`config.mk`:
```
export PLATFORM = sky130hd
export DESIGN_NAME = ex_reg
export DESIGN_NICKNAME = d
export VERILOG_FILES = /design/src/rtl/cpu_pkg.sv /design/src/rtl/ex_reg.sv
export SDC_FILE = /design/constraint.sdc
export NUM_CORES = 1
export LEC_CHECK = 0
export BUFFER_PORTS_ARGS = -buffer_cell sky130_fd_sc_hd__buf_2
export CAP_MARGIN = 20
export CORE_MARGIN = 2
export CORE_UTILIZATION = 47
export DETAILED_ROUTE_END_ITERATION = 16
export PLACE_DENSITY = 0.9
export SETUP_SLACK_MARGIN = 0.3
export SLEW_MARGIN = 30
export SYNTH_ARGS = -nofsm -noshare
export SYNTH_HDL_FRONTEND = slang
export SYNTH_SLANG_ARGS = --single-unit
```
`constraint.sdc`:
```
create_clock -name clk -period 9.2 [get_ports clk]
set_clock_uncertainty 0.2 [all_clocks]
set_input_delay 0.92 -clock clk [delete_from_list [all_inputs] [get_ports clk]]
set_output_delay 0.92 -clock clk [all_outputs]
set_load 0.01 [all_outputs]
```
`src/rtl/cpu_pkg.sv`:
```
// Shared CPU encodings: memory/control op codes, exception codes and enable polarities.
package cpu_pkg;

    typedef enum logic [1:0] {
        MEM_OP_NOP = 2'h0,
        MEM_OP_LDW = 2'h1,
        MEM_OP_STW = 2'h2
    } mem_op_e;

    typedef enum logic [1:0] {
        CTRL_OP_NOP  = 2'h0,
        CTRL_OP_WRCR = 2'h1,
        CTRL_OP_EXRT = 2'h2
    } ctrl_op_e;

    typedef enum logic [2:0] {
        EXP_NO_EXP     = 3'h0,
        EXP_EXT_INT    = 3'h1,
        EXP_UNDEF_INSN = 3'h2,
        EXP_OVERFLOW   = 3'h3,
        EXP_MISS_ALIGN = 3'h4,
        EXP_TRAP       = 3'h5,
        EXP_PRV_VIO    = 3'h6
    } exp_code_e;

    localparam logic ENABLE   = 1'b1;
    localparam logic DISABLE  = 1'b0;
    localparam logic ENABLE_  = 1'b0;
    localparam logic DISABLE_ = 1'b1;

endpackage

```
`src/rtl/ex_reg.sv`:
```
// EX/MEM pipeline register: captures ALU result and forwarded ID control fields,
// turning a signed overflow on a valid instruction into a precise exception.
module ex_reg
    import cpu_pkg::*;
#(
    parameter int DATA_W     = 32,
    parameter int ADDR_W     = 30,
    parameter int REG_ADDR_W = 5,
    parameter int MEM_OP_W   = 2,
    parameter int CTRL_OP_W  = 2,
    parameter int EXP_W      = 3
) (
    input  logic                  clk,
    input  logic                  reset,
    input  logic [DATA_W-1:0]     alu_out,
    input  logic                  alu_of,
    input  logic                  stall,
    input  logic                  flush,
    input  logic                  int_detect,
    input  logic [ADDR_W-1:0]     ex_pc,
    input  logic                  ex_en,
    input  logic                  ex_br_flag,
    input  logic [MEM_OP_W-1:0]   ex_mem_op,
    input  logic [DATA_W-1:0]     ex_mem_wr_data,
    input  logic [CTRL_OP_W-1:0]  ex_ctrl_op,
    input  logic [REG_ADDR_W-1:0] ex_dst_addr,
    input  logic                  ex_gpr_we_,
    input  logic [EXP_W-1:0]      ex_exp_code,
    output logic [ADDR_W-1:0]     mem_pc,
    output logic                  mem_en,
    output logic                  mem_br_flag,
    output logic [MEM_OP_W-1:0]   mem_mem_op,
    output logic [DATA_W-1:0]     mem_mem_wr_data,
    output logic [CTRL_OP_W-1:0]  mem_ctrl_op,
    output logic [REG_ADDR_W-1:0] mem_dst_addr,
    output logic                  mem_gpr_we_,
    output logic [EXP_W-1:0]      mem_exp_code,
    output logic [DATA_W-1:0]     mem_out
);

    localparam logic [MEM_OP_W-1:0]  MEM_NOP  = MEM_OP_W'(MEM_OP_NOP);
    localparam logic [CTRL_OP_W-1:0] CTRL_NOP = CTRL_OP_W'(CTRL_OP_NOP);
    localparam logic [EXP_W-1:0]     NO_EXP   = EXP_W'(EXP_NO_EXP);
    localparam logic [EXP_W-1:0]     OVF_EXP  = EXP_W'(EXP_OVERFLOW);

    logic [ADDR_W-1:0]     mem_pc_q,          mem_pc_d;
    logic                  mem_en_q,          mem_en_d;
    logic                  mem_br_flag_q,     mem_br_flag_d;
    logic [MEM_OP_W-1:0]   mem_mem_op_q,      mem_mem_op_d;
    logic [DATA_W-1:0]     mem_mem_wr_data_q, mem_mem_wr_data_d;
    logic [CTRL_OP_W-1:0]  mem_ctrl_op_q,     mem_ctrl_op_d;
    logic [REG_ADDR_W-1:0] mem_dst_addr_q,    mem_dst_addr_d;
    logic                  mem_gpr_we_q,      mem_gpr_we_d;
    logic [EXP_W-1:0]      mem_exp_code_q,    mem_exp_code_d;
    logic [DATA_W-1:0]     mem_out_q,         mem_out_d;

    always_comb begin
        mem_pc_d          = mem_pc_q;
        mem_en_d          = mem_en_q;
        mem_br_flag_d     = mem_br_flag_q;
        mem_mem_op_d      = mem_mem_op_q;
        mem_mem_wr_data_d = mem_mem_wr_data_q;
        mem_ctrl_op_d     = mem_ctrl_op_q;
        mem_dst_addr_d    = mem_dst_addr_q;
        mem_gpr_we_d      = mem_gpr_we_q;
        mem_exp_code_d    = mem_exp_code_q;
        mem_out_d         = mem_out_q;

        if (!stall) begin
            if (flush || int_detect) begin
                mem_pc_d          = '0;
                mem_en_d          = DISABLE;
                mem_br_flag_d     = 1'b0;
                mem_mem_op_d      = MEM_NOP;
                mem_mem_wr_data_d = '0;
                mem_ctrl_op_d     = CTRL_NOP;
                mem_dst_addr_d    = '0;
                mem_gpr_we_d      = DISABLE_;
                mem_exp_code_d    = NO_EXP;
                mem_out_d         = '0;
            end else begin
                mem_pc_d          = ex_pc;
                mem_en_d          = ex_en;
                mem_br_flag_d     = ex_br_flag;
                mem_mem_wr_data_d = ex_mem_wr_data;
                mem_dst_addr_d    = ex_dst_addr;
                mem_out_d         = alu_out;
                // Side effects are cancelled unless a valid, exception-free op gets through.
                mem_mem_op_d      = MEM_NOP;
                mem_ctrl_op_d     = CTRL_NOP;
                mem_gpr_we_d      = DISABLE_;
                mem_exp_code_d    = NO_EXP;
                if (ex_en) begin
                    if (ex_exp_code != NO_EXP) begin
                        mem_exp_code_d = ex_exp_code;
                    end else if (alu_of) begin
                        mem_exp_code_d = OVF_EXP;
                    end else begin
                        mem_mem_op_d   = ex_mem_op;
                        mem_ctrl_op_d  = ex_ctrl_op;
                        mem_gpr_we_d   = ex_gpr_we_;
                        mem_exp_code_d = ex_exp_code;
                    end
                end
            end
        end
    end

    always_ff @(posedge clk or posedge reset) begin
        if (reset) begin
            mem_pc_q          <= '0;
            mem_en_q          <= DISABLE;
            mem_br_flag_q     <= 1'b0;
            mem_mem_op_q      <= MEM_NOP;
            mem_mem_wr_data_q <= '0;
            mem_ctrl_op_q     <= CTRL_NOP;
            mem_dst_addr_q    <= '0;
            mem_gpr_we_q      <= DISABLE_;
            mem_exp_code_q    <= NO_EXP;
            mem_out_q         <= '0;
        end else begin
            mem_pc_q          <= mem_pc_d;
            mem_en_q          <= mem_en_d;
            mem_br_flag_q     <= mem_br_flag_d;
            mem_mem_op_q      <= mem_mem_op_d;
            mem_mem_wr_data_q <= mem_mem_wr_data_d;
            mem_ctrl_op_q     <= mem_ctrl_op_d;
            mem_dst_addr_q    <= mem_dst_addr_d;
            mem_gpr_we_q      <= mem_gpr_we_d;
            mem_exp_code_q    <= mem_exp_code_d;
            mem_out_q         <= mem_out_d;
        end
    end

    assign mem_pc          = mem_pc_q;
    assign mem_en          = mem_en_q;
    assign mem_br_flag     = mem_br_flag_q;
    assign mem_mem_op      = mem_mem_op_q;
    assign mem_mem_wr_data = mem_mem_wr_data_q;
    assign mem_ctrl_op     = mem_ctrl_op_q;
    assign mem_dst_addr    = mem_dst_addr_q;
    assign mem_gpr_we_     = mem_gpr_we_q;
    assign mem_exp_code    = mem_exp_code_q;
    assign mem_out         = mem_out_q;

endmodule

```
# [Word level (Yosys, flattened, before mapping)]
# Index checks and enable logic that the tools add are counted.
[word_totals] elab_cells=34 register_bits=109 inputBits=115 output_inout_bits=109
[classes] n_mux=22 reduce_logical=2
[op_table] cell="$mux 32" n=2
[op_table] cell="$mux 30" n=1
[op_table] cell="$mux 2" n=8
[op_table] cell="$mux 3" n=4
[op_table] cell="$mux 1" n=6
[op_table] cell="$mux 5" n=1
[op_table] cell="$reduce_bool 3->1" n=1
[op_table] cell="$logic_or 1x1->1" n=1

# [Depth between registers and ports, before layout]
# Gate-level depths: netlist of the first run.
[logic_depth] ltp_word=4 mapped_depth=5 depth_no_buf=3

# [Least setup slack after synthesis of the first run]
# No wires, ideal clock.
[synth_path] path_kind="input to register" startpoint="input stall" endpoint="register mem_exp_code_q[2] (netlist: mem_exp_code[2])" required_ps=8878 slack_ps=7298 t_arrival_ps=1581 n_path_buf=3 path_stages=4 path_cell_list="buf_2 buf_4 buf_2 a32o_1"
[synth_lines] item="start: declaration" line="ex_reg.sv:17" rtl="input logic stall,"
[synth_lines] item="end signal: assignment" line="ex_reg.sv:130" rtl="mem_exp_code_q <= mem_exp_code_d;"
[synth_lines] item="end: declaration" line="ex_reg.sv:54" rtl="logic [EXP_W-1:0] mem_exp_code_q, mem_exp_code_d;"
# No word-level cell between the ends.

==> out/qor.yml, run 1 <==
floorplanning:
  ios: 224
  start_util_pct: 47.74
  dieArea_sq_um: 8961
  die_height_um: 94.67
  die_x_um: 94.67
  coreArea_sq_um: 8093
  rows: 33
timing:
  finalHoldViolCount: 0
  rsz0062_at_grt: "no"
  worst_pin_slew_ns: 0.7721
  tns_ns: 0
  timing.final.crit_share_pct: 28.02
  slew_headroom_pct: 48.53
  fmax_ghz: 0.3880
  finalSetupViolCount: 0
  min_period_ns: 2.577
  report.final.slew_viol_count: 0
cts:
  cts-resized-gates: 0
  clk_latency_ns: 0.34
  cts_buffer_depth: 2
  cts_htree_levels: 3
  clk_pin_slew_ns: 0.09
  clockRootBuffer: "clkbuf_8"
  clkSinkCount: 109
  postCtsSetupBuffers: 0
  cts-hold-fix-buffers: 0
  cts_tree: "yes"
  numCtsBuffers: 9
power:
  seqPwrFrac_pct: 55.6
  p_sw_uw: 229.3
  power.internal_uw: 702.0
  vdd_drop_max_mv: 0.1016
  cellPowerDensity_nw_per_um2: 177.9
  clkPwrFrac_pct: 32.3
  p_comb_share_pct: 12.2
  leakage_nw: 3.014
  netSwitchingFraction_pct: 24.62
finish:
  num-fill-cells: 623
  final_common_cell: "buf_2"
  multi_input_area_sq_um: 1007
  final_nets: 583
  postLayoutCellArea_sq_um: 5234
  final_core_util_pct: 64.67
  seq_area_sq_um: 2729
  area_growth_pct: 35.46
  diodes: 0
  drive_above_1_share_pct: 51.59
  final_cell_mix: "222 x buf_2, 108 x dfrtp_1, 104 x a22o_1, 11 x clkbuf_8, 5 x nand2_1"
global_route:
  grt_overflow_total: 0
  grt_pass1_wl_mm: 14.10
  track_usage_pct: 20.15
  grt_pass1_vias: 2863
  grt_max_degree: 111
  antenna_found_initial: 0
hold_path:
  hp-class: "flop to flop"
  min-delay-start: "mem_exp_code[2]"
  whs_path_depth: 1
synthesis:
  synthDistinctLibCells: 15
  synth_nets: 370
  yosysTopAreaCellShare_pct: 69.95
  ys_seq_area_share_pct: 70.63
  synth_area_per_cell_sq_um: 15.15
  ys_ff_latch: 109
  yosysWarnings: 0
  synth_area_sq_um: 3864
  synth_area_leaders: "dfrtp_1 70%, a22o_1 24%, buf_2 1.4%"
  yosysTopAreaCell: "dfrtp_1"
  netlist_instances: 255
drt:
  dr.pass1.iters: 5
  wl_per_cell_um: 16.03
  drt-total-wl_mm: 9.264
  via_per_inst: 5.265
  vias: 3043
  drc: 0
  drtIter0Drc: 122
  ant_nets: 0
critical_path:
  r2r_cells: 2
  worstPathArrival_ns: 2.66
  critPathCaptureType: "flop"
  cpPeakStageDelay_ns: 0.59
  crit_top_cell: "buf_6"
  cp-start-kind: "input port"
  r2r_start: "mem_gpr_we_"
  cp_data_required_time_ns: 9.28
  path_buf_inv: 2
  crit_family: "buffers and inverters"
  slowest_stage: "buf_6"
  path_max_fanout: 110
  crit_type: "input port to flop"
  critPathLaunch: "stall"
  cp.depth: 5
  crit_chain: "buf_6, nor3_4, buf_6, and4_1, a22o_1"
placed_design:
  portBuffers: 223
  hpwlAfterDp_mm: 6.415
  place_area_sq_um: 5011
  gp_congestion: 0.7724
run_status:
  status: "finished clean"
job:
  drv_cap: 0
path summary, 6_finish.rpt:
check,to,slack (ns)
max,mem_ctrl_op[1],6.62
min,mem_exp_code[2],0.31
max reg2reg,mem_gpr_we_,8.24
min reg2reg,mem_exp_code[2],0.31
max in group asynchronous,mem_pc[27],7.21
min in group asynchronous,mem_mem_wr_data[6],0.45
layer usage:
layer	track usage, %	share of wire, %	up-vias
li1	-	-	1400
met1	26.67	43	1493
met2	32.92	49	139
met3	4.789	7.4	11
met4	6.643	0.78	0
met5	0	0	-
worst reg2reg max path: stages, from the launching register on:
cell,delay [ns]
dfstp_2,0.54
nor2b_1,0.04
a21oi_1,0.11
registers in the layout, summed over array words and instances, names as in the netlist:
signal / flops
mem_exp_code: 3
mem_mem_op: 2
mem_out: 32
mem_br_flag: 1
mem_gpr_we_: 1
mem_en: 1
mem_mem_wr_data: 32
mem_dst_addr: 5
mem_pc: 30
mem_ctrl_op: 2
through the flow:
stage / std cells / setup WS, ns / hold WS [ns] / total power, mW
3_3_place_gp: 562 / 5.965 / 0.2624 / 0.6371
6_report: 578 / 6.623 / 0.3109 / 0.9313
4_1_cts: 578 / 6.244 / 0.3073 / 0.9429
5_1_grt: 578 / 6.527 / 0.3266 / 0.9771
3_5_place_dp: 562 / 5.856 / 0.2762 / 0.6414
2_1_floorplan: 255 / 5.208 / 0.3139 / 0.5816
cell usage after synthesis:
cell and instances:
dfrtp_1 108, nor2b_1 1, dfstp_2 1, clkbuf_1 5, o21ai_1 2, and4_1 1
a32o_1 1, inv_1 2, a22o_1 104, a21oi_1 3, nand2_1 5, buf_4 7
nor2_1 3, nor3_2 1, buf_2 11
kinds of logic after synthesis:
logic type | share of synthesized area, %
simple gates | 1.425
flops | 70.63
compound gates | 24.48
buf+inv | 3.465
cell type report:
class	instances	share of cell area, %
flip-flops and latches	109	52.14
repair buffers	225	21.80
multi-input cells	121	19.24
clock buffers	11	2.893
well taps	105	2.510
clock inverters	5	1.219
inverters	2	0.1913
power groups by stage:
stage / clock network [mW] / registers, mW / logic (mW)
floorplan: 0 / 0.538 / 0.0432
global placement: 0 / 0.526 / 0.111
detailed placement: 0 / 0.527 / 0.115
CTS: 0.310 / 0.517 / 0.115
global route: 0.332 / 0.521 / 0.124
finish: 0.301 / 0.517 / 0.113
(Power assumes the default switching activity.)
==> inputs of run 2 (changes only) <==
--- a/config.mk
+++ b/config.mk
@@ -8,9 +8,9 @@
 export BUFFER_PORTS_ARGS = -buffer_cell sky130_fd_sc_hd__buf_2
 export CAP_MARGIN = 20
 export CORE_MARGIN = 2
-export CORE_UTILIZATION = 47
+export CORE_UTILIZATION = 39
 export DETAILED_ROUTE_END_ITERATION = 16
-export PLACE_DENSITY = 0.9
+export PLACE_DENSITY = 0.8
 export SETUP_SLACK_MARGIN = 0.3
 export SLEW_MARGIN = 30
 export SYNTH_ARGS = -nofsm -noshare
==> constraint.sdc (replaced) <==
create_clock -name clk -period 2.13 [get_ports clk]
set_clock_uncertainty 0.2 [all_clocks]
set_input_delay 0.213 -clock clk [delete_from_list [all_inputs] [get_ports clk]]
set_output_delay 0.213 -clock clk [all_outputs]
set_load 0.01 [all_outputs]
==> run 2 against run 1 <==
Net effect: via count is 17% higher; sequential share of layout area is 9.5 points lower; cell count is 24% higher; combinational power grew to 6.0 times the previous value; non-clock buffer count is 114 higher; sequential cell count stayed put; register-to-register slack worse by 7.1 ns; total power grew to 4.4 times the previous value; cell area is 22% higher; critical path type unchanged; largest power group unchanged.
==> out/qor.yml, run 2 (synthesis results as in run 1) <==
timing:
  fmax_ghz: 0.5910
  tns_ns: 0  # unchanged
  report.final.slew_viol_count: 0  # unchanged
  min_period_ns: 1.692
  finalHoldViolCount: 0  # unchanged
  rsz0062_at_grt: "no"  # unchanged
  worst_pin_slew_ns: 0.5383  # was 0.7721 ns
  slew_headroom_pct: 64.11  # was 48.53%
  hold_slack_ns: 0.2345  # was 0.3109 ns
  finalSetupViolCount: 0  # unchanged
  timing.final.crit_share_pct: 79.44
finish:
  final_cell_mix: "222 x buf_2, 112 x dlygate4sd3_1, 108 x dfrtp_1, 104 x a22o_1, 12 x clkbuf_8"  # was 222 x buf_2, 108 x dfrtp_1, 104 x a22o_1, 11 x clkbuf_8, 5 x nand2_1
  num-fill-cells: 655  # was 623
  final_common_cell: "buf_2"  # unchanged
  diodes: 0  # unchanged
  stdcell_count: 719  # was 578
  final_nets: 697  # was 583
  final_core_util_pct: 66.07  # was 64.67%
  seq_area_sq_um: 2729  # unchanged
  drive_above_1_share_pct: 41.47  # was 51.59%
  area_growth_pct: 65.61  # was 35.46%
  multi_input_area_sq_um: 1007  # unchanged
global_route:
  grt_max_degree: 110  # was 111
  track_usage_pct: 22.39  # was 20.15%
  antenna_found_initial: 0  # unchanged
  grt_overflow_total: 0  # unchanged
  grt_pass1_wl_mm: 19.31  # was 14.10 mm
  grt_pass1_vias: 3871  # was 2,863
critical_path:
  cp_data_required_time_ns: 2.21  # was 9.28 ns
  crit_chain: "dlygate4sd3_1, buf_2, nor2_1, a21oi_1, dlygate4sd3_1, o21ai_1"  # was buf_6, nor3_4, buf_6, and4_1, a22o_1
  cpPeakStageDelay_ns: 0.56  # was 0.59 ns
  path_max_fanout: 3  # was 110
  crit_type: "input port to flop"  # unchanged
  critPathCaptureType: "flop"  # unchanged
  slowest_stage: "dlygate4sd3_1"  # was buf_6
  cp-start-kind: "input port"  # unchanged
  crit_top_cell: "dlygate4sd3_1"  # was buf_6
  worstPathArrival_ns: 1.77  # was 2.66 ns
cts:
  cts-resized-gates: 0  # unchanged
  clk_latency_ns: 0.34  # about the same
  cts_tree: "yes"  # unchanged
  cts_buffer_depth: 2  # unchanged
  cts-hold-fix-buffers: 112  # was 0
  clkSinkCount: 109  # unchanged
  postCtsSetupBuffers: 0  # unchanged
  clockRootBuffer: "clkbuf_8"  # unchanged
  clk_pin_slew_ns: 0.09  # about the same
  numCtsBuffers: 9  # unchanged
  cts_htree_levels: 3  # unchanged
floorplanning:
  rows: 36  # was 33
  die_height_um: 103.5  # was 94.67 um
  die_x_um: 103.5  # was 94.67 um
  dieArea_sq_um: 10720  # was 8961 sq um
  ios: 224  # unchanged
  start_util_pct: 39.90  # was 47.74%
  coreArea_sq_um: 9684  # was 8093 sq um
drt:
  via_per_inst: 4.971  # was 5.265
  dr.pass1.iters: 6  # was 5
  drt-total-wl_mm: 11.97  # was 9.264 mm
  ant_nets: 0  # unchanged
  drtIter0Drc: 175  # was 122
  vias: 3574  # was 3,043
  wl_per_cell_um: 16.64  # was 16.03 um
  drc: 0  # unchanged
power:
  netSwitchingFraction_pct: 24.25  # was 24.62%
  leakage_nw: 3.484  # was 3.014 nW
  clkPwrFrac_pct: 28.0  # was 32.3%
  vdd_drop_max_mv: 0.3243  # was 0.1016 mV
  seqPwrFrac_pct: 55.3  # was 55.6%
  p_comb_share_pct: 16.7  # was 12.2%
  cellPowerDensity_nw_per_um2: 633.3  # was 177.9 nW/um^2
  p_sw_uw: 982.7  # was 229.3 uW
  power.internal_mw: 3.070  # was 702.0 uW
placed_design:
  portBuffers: 223  # unchanged
  hpwlAfterDp_mm: 6.475  # was 6.415 mm
  dpl.cell_count: 592  # was 562
  gp_congestion: 0.7752  # was 0.7724
hold_path:
  hp-class: "input port to flop"  # was flop to flop
job:
  drv_cap: 0  # unchanged
run_status:
  status: "finished clean"  # unchanged
==> run 2: cell count changes in the layout (fill, tap and decap cells not counted), sizes merged <==
cell | before | now
clkbuf | 11 | 14
buf | 225 | 227
clkinv | 0 | 1
bufinv | 1 | 0
dlygate4sd3 | 0 | 112
inv | 5 | 1
==> run 2: stage by stage <==
step | instance area [sq um] | power [mW] | worst slack (ns)
2_1_floorplan | 3867 | 2.513 | 0.4023
3_3_place_gp | 5100 | 2.762 | 0.5678
6_report | 6399 | 4.052 | 0.4380
4_1_cts | 6399 | 4.080 | 0.4549
5_1_grt | 6399 | 4.231 | 0.4049
3_5_place_dp | 5100 | 2.780 | 0.5277
==> run 2: critical path, delay by kind of cell <==
| family | cells | cell delay, ns |
|---|---|---|
| buffers and inverters | 3 | 1.23 |
| AO/OA/AOI/OAI | 2 | 0.20 |
| AND/OR/NAND/NOR | 1 | 0.13 |
==> run 2: final cells by class <==
cell class	instances	area share, %
flip-flops and latches	109	42.65
multi-input cells	121	15.74
repair buffers	339	36.06
inverters	2	0.1760
well taps	133	2.601
clock buffers	14	2.698
clock inverters	1	0.07822
==> run 2: worst paths after layout <==
| kind | slack [ns] | end | from | depth (start not counted) |
|---|---|---|---|---|
| min reg2reg | 0.30 | mem_exp_code[0] | mem_exp_code[0] | 2 |
| max reg2reg | 1.16 | mem_out[27] | mem_out[27] | 1 |
| max | 0.44 | mem_exp_code[1] | ex_exp_code[2] | 6 |
| min in group asynchronous | 0.39 | mem_mem_wr_data[11] | reset | 4 |
| max in group asynchronous | 0.96 | mem_gpr_we_ | reset | 4 |
| min | 0.23 | mem_exp_code[0] | stall | 4 |
==> run 2: layer usage <==
metal	vias up	global-route usage (%)	routed length [um]
li1	1621	-	-
met1	1746	25.21	4611
met2	172	40.40	6248
met3	35	5.035	716
met4	0	10.33	389
met5	-	0	0
==> run 2: power by group through the flow <==
stage | clock network, mW | registers (mW) | logic [mW]
detailed placement | 0 | 2.27 | 0.507
global placement | 0 | 2.27 | 0.492
CTS | 1.18 | 2.23 | 0.666
global route | 1.25 | 2.25 | 0.730
finish | 1.14 | 2.24 | 0.677
floorplan | 0 | 2.33 | 0.187
==> inputs of run 3 (changes only) <==
==> constraint.sdc (replaced) <==
create_clock -name clk -period 1.4 [get_ports clk]
set_clock_uncertainty 0.2 [all_clocks]
set_input_delay 0.14 -clock clk [delete_from_list [all_inputs] [get_ports clk]]
set_output_delay 0.14 -clock clk [all_outputs]
set_load 0.01 [all_outputs]
==> run 3 against run 2 <==
Net effect: count of clock-buffer cells in the layout down 2; first-iteration DRC count grew 15%; worst hold slack lost 0.22 ns; total power rose by 65%; sequential cell count unchanged; core utilization up 8.6 points; cell area is 13% higher; sequential share of layout area fell by 4.9 points; combinational power up 92%; die area is the same; critical path type is now flop to output pin; critical endpoint is now mem_gpr_we_.
==> out/qor.yml, run 3 (synthesis results as in run 1) <==
run_status:
  status: "finished clean"  # unchanged
timing:
  timing.final.crit_share_pct: 96.56
  setup_slack_ns: 0.04822  # was 0.4380 ns
  report.final.slew_viol_count: 0  # unchanged
  min_period_ns: 1.352
  rsz0062_at_grt: "yes"  # was no
  tns_ns: 0  # unchanged
  worst_pin_slew_ns: 0.4737  # was 0.5383 ns
  slew_headroom_pct: 68.42  # was 64.11%
  finalHoldViolCount: 0  # unchanged
  fmax_ghz: 0.7398
  finalSetupViolCount: 0  # unchanged
critical_path:
  critPathLaunch: "mem_gpr_we_"  # was ex_exp_code[2]
  regToRegSetupSlack_ns: 0.19  # was 1.16 ns
  path_max_fanout: 2  # was 3
  cp.depth: 1  # was 6
  r2r_start: "mem_out[25]"  # was mem_out[27]
  r2r-end: "mem_out[25]"  # was mem_out[27]
  cp_data_required_time_ns: 1.06  # was 2.21 ns
  slowest_stage: "dfstp_2"  # was dlygate4sd3_1
  critPathCaptureType: "output pin"  # was flop
  cp-start-kind: "flop"  # was input port
  crit_chain: "buf_6"  # was dlygate4sd3_1, buf_2, nor2_1, a21oi_1, dlygate4sd3_1, o21ai_1
  path_buf_inv: 1  # was 3
  crit_family: "flip-flops"  # was buffers and inverters
  r2r_cells: 3  # was 1
  crit_type: "flop to output pin"  # was input port to flop
  worstPathArrival_ns: 1.01  # was 1.77 ns
  timing.critical_path.to: "mem_gpr_we_"  # was mem_exp_code[1]
  cpPeakStageDelay_ns: 0.55  # was 0.56 ns
drt:
  met1Wirelength_mm: 5.450  # was 4.611 mm
  ant_nets: 0  # unchanged
  routed-wl-met2_mm: 7.617  # was 6.248 mm
  drt-total-wl_mm: 14.71  # was 11.97 mm
  wl_per_cell_um: 18.34  # was 16.64 um
  vias: 4076  # was 3,574
  drc: 0  # unchanged
  dr.pass1.iters: 4  # was 6
  wl_met3_um: 853  # was 716 um
  via_per_inst: 5.082  # was 4.971
  drtIter0Drc: 201  # was 175
  dr.max_layer_used: "met4"  # unchanged
finish:
  num-fill-cells: 563  # was 655
  seq_area_sq_um: 2729  # unchanged
  area_growth_pct: 87.05  # was 65.61%
  drive_above_1_share_pct: 49.40  # was 41.47%
  stdcell_count: 802  # was 719
  final_common_cell: "buf_2"  # unchanged
  final_cell_mix: "197 x buf_2, 111 x dlygate4sd3_1, 108 x dfrtp_1, 104 x a22o_1, 80 x buf_4"  # was 222 x buf_2, 112 x dlygate4sd3_1, 108 x dfrtp_1, 104 x a22o_1, 12 x clkbuf_8
  multi_input_area_sq_um: 1015  # was 1007 sq um
  final_nets: 778  # was 697
placed_design:
  portBuffers: 223  # unchanged
  pre_cts_slack_ns: 0.07650  # was 0.5277 ns
  gp_congestion: 0.8274  # was 0.7752
  dpl.cell_count: 599  # was 592
  hpwlAfterDp_mm: 6.863  # was 6.475 mm
floorplanning:
  rows: 36  # unchanged
  ios: 224  # unchanged
  dieArea_sq_um: 10720  # unchanged
  coreArea_sq_um: 9684  # unchanged
  die_x_um: 103.5  # unchanged
  start_util_pct: 39.90  # unchanged
  die_height_um: 103.5  # unchanged
hold_path:
  whs_path_depth: 3  # was 4
  hp-class: "input port to flop"  # unchanged
cts:
  cts_tree: "yes"  # unchanged
  cts_htree_levels: 3  # unchanged
  cts_buffer_depth: 2  # unchanged
  clockRootBuffer: "clkbuf_8"  # unchanged
  clkSinkCount: 109  # unchanged
  numCtsBuffers: 9  # unchanged
  clk_latency_ns: 0.37  # was 0.34 ns
  clk_pin_slew_ns: 0.10  # was 0.09 ns
global_route:
  grt_pass1_wl_mm: 21.23  # was 19.31 mm
  grt_pass1_vias: 4245  # was 3,871
  track_usage_pct: 24.96  # was 22.39%
  antenna_found_initial: 1  # was 0
  grt_overflow_total: 0  # unchanged
  grt_max_degree: 110  # unchanged
job:
  drv_cap: 0  # unchanged
power:
  leakage_nw: 3.959  # was 3.484 nW
  cellPowerDensity_nw_per_um2: 924.4  # was 633.3 nW/um^2
  vdd_drop_max_mv: 0.4874  # was 0.3243 mV
==> run 3: cell types whose count changed in the layout (fill, tap and decap cells not counted), moves of 2 or more <==
cell,change
buf_2,-25
buf_4,+78
buf_6,+28
nor2_1,-2
nor2_2,+2
==> run 3: worst min-delay path by stage <==
stage,start,endpoint,slack [ns]
detailed placement,reset,mem_out[8],0.07
finish,ex_en,mem_gpr_we_,0.01
global route,ex_en,mem_gpr_we_,0.001
floorplan,ex_gpr_we_,mem_gpr_we_,0.03
CTS,ex_en,mem_gpr_we_,0.03
global placement,reset,mem_out[8],0.05
==> run 3: per-stage QoR <==
| step | util [%] | hold WS [ns] | instance area, sq um | power [mW] |
|---|---|---|---|---|
| after floorplan | - | 0.02847 | 3874 | 3.825 |
| after global placement | 53.33 | 0.05182 | 5165 | 4.227 |
| after detailed placement | 53.33 | 0.07477 | 5165 | 4.251 |
| after CTS | 70.27 | 0.02945 | 6805 | 6.511 |
| after global routing | 74.63 | 0.001023 | 7227 | 6.940 |
| final | 74.63 | 0.01358 | 7227 | 6.680 |
==> run 3: where the power goes <==
group	leakage [nW]	internal (mW)	switching (mW)
registers	1.47	3.31	0.110
logic	2.39	0.766	0.532
clock network	0.102	0.922	1.04
total	3.96	5.00	1.68
==> run 3: timing repair <==
action | CTS | global route
pin swaps | 0 | 2
endpoints found under the setup margin | 109 | 165
hold buffers | 111 | 2
endpoints found under the hold margin | 217 | 4
gates resized for setup | 10 | 24
buffers inserted | 36 | 39
==> run 3: routing by layer <==
metal	vias to the layer above	global-route usage, %
met2	235	42.90
met5	-	0
met4	0	16.12
met3	65	5.538
li1	1789	-
met1	1987	28.04
==> run 3: layout make-up <==
cell class	count	area share, %
clock buffers	12	2.147
diodes	1	0.03463
inverters	2	0.1558
clock inverters	4	0.6579
multi-input cells	121	14.04
flip-flops and latches	109	37.76
repair buffers	420	42.90
well taps	133	2.303
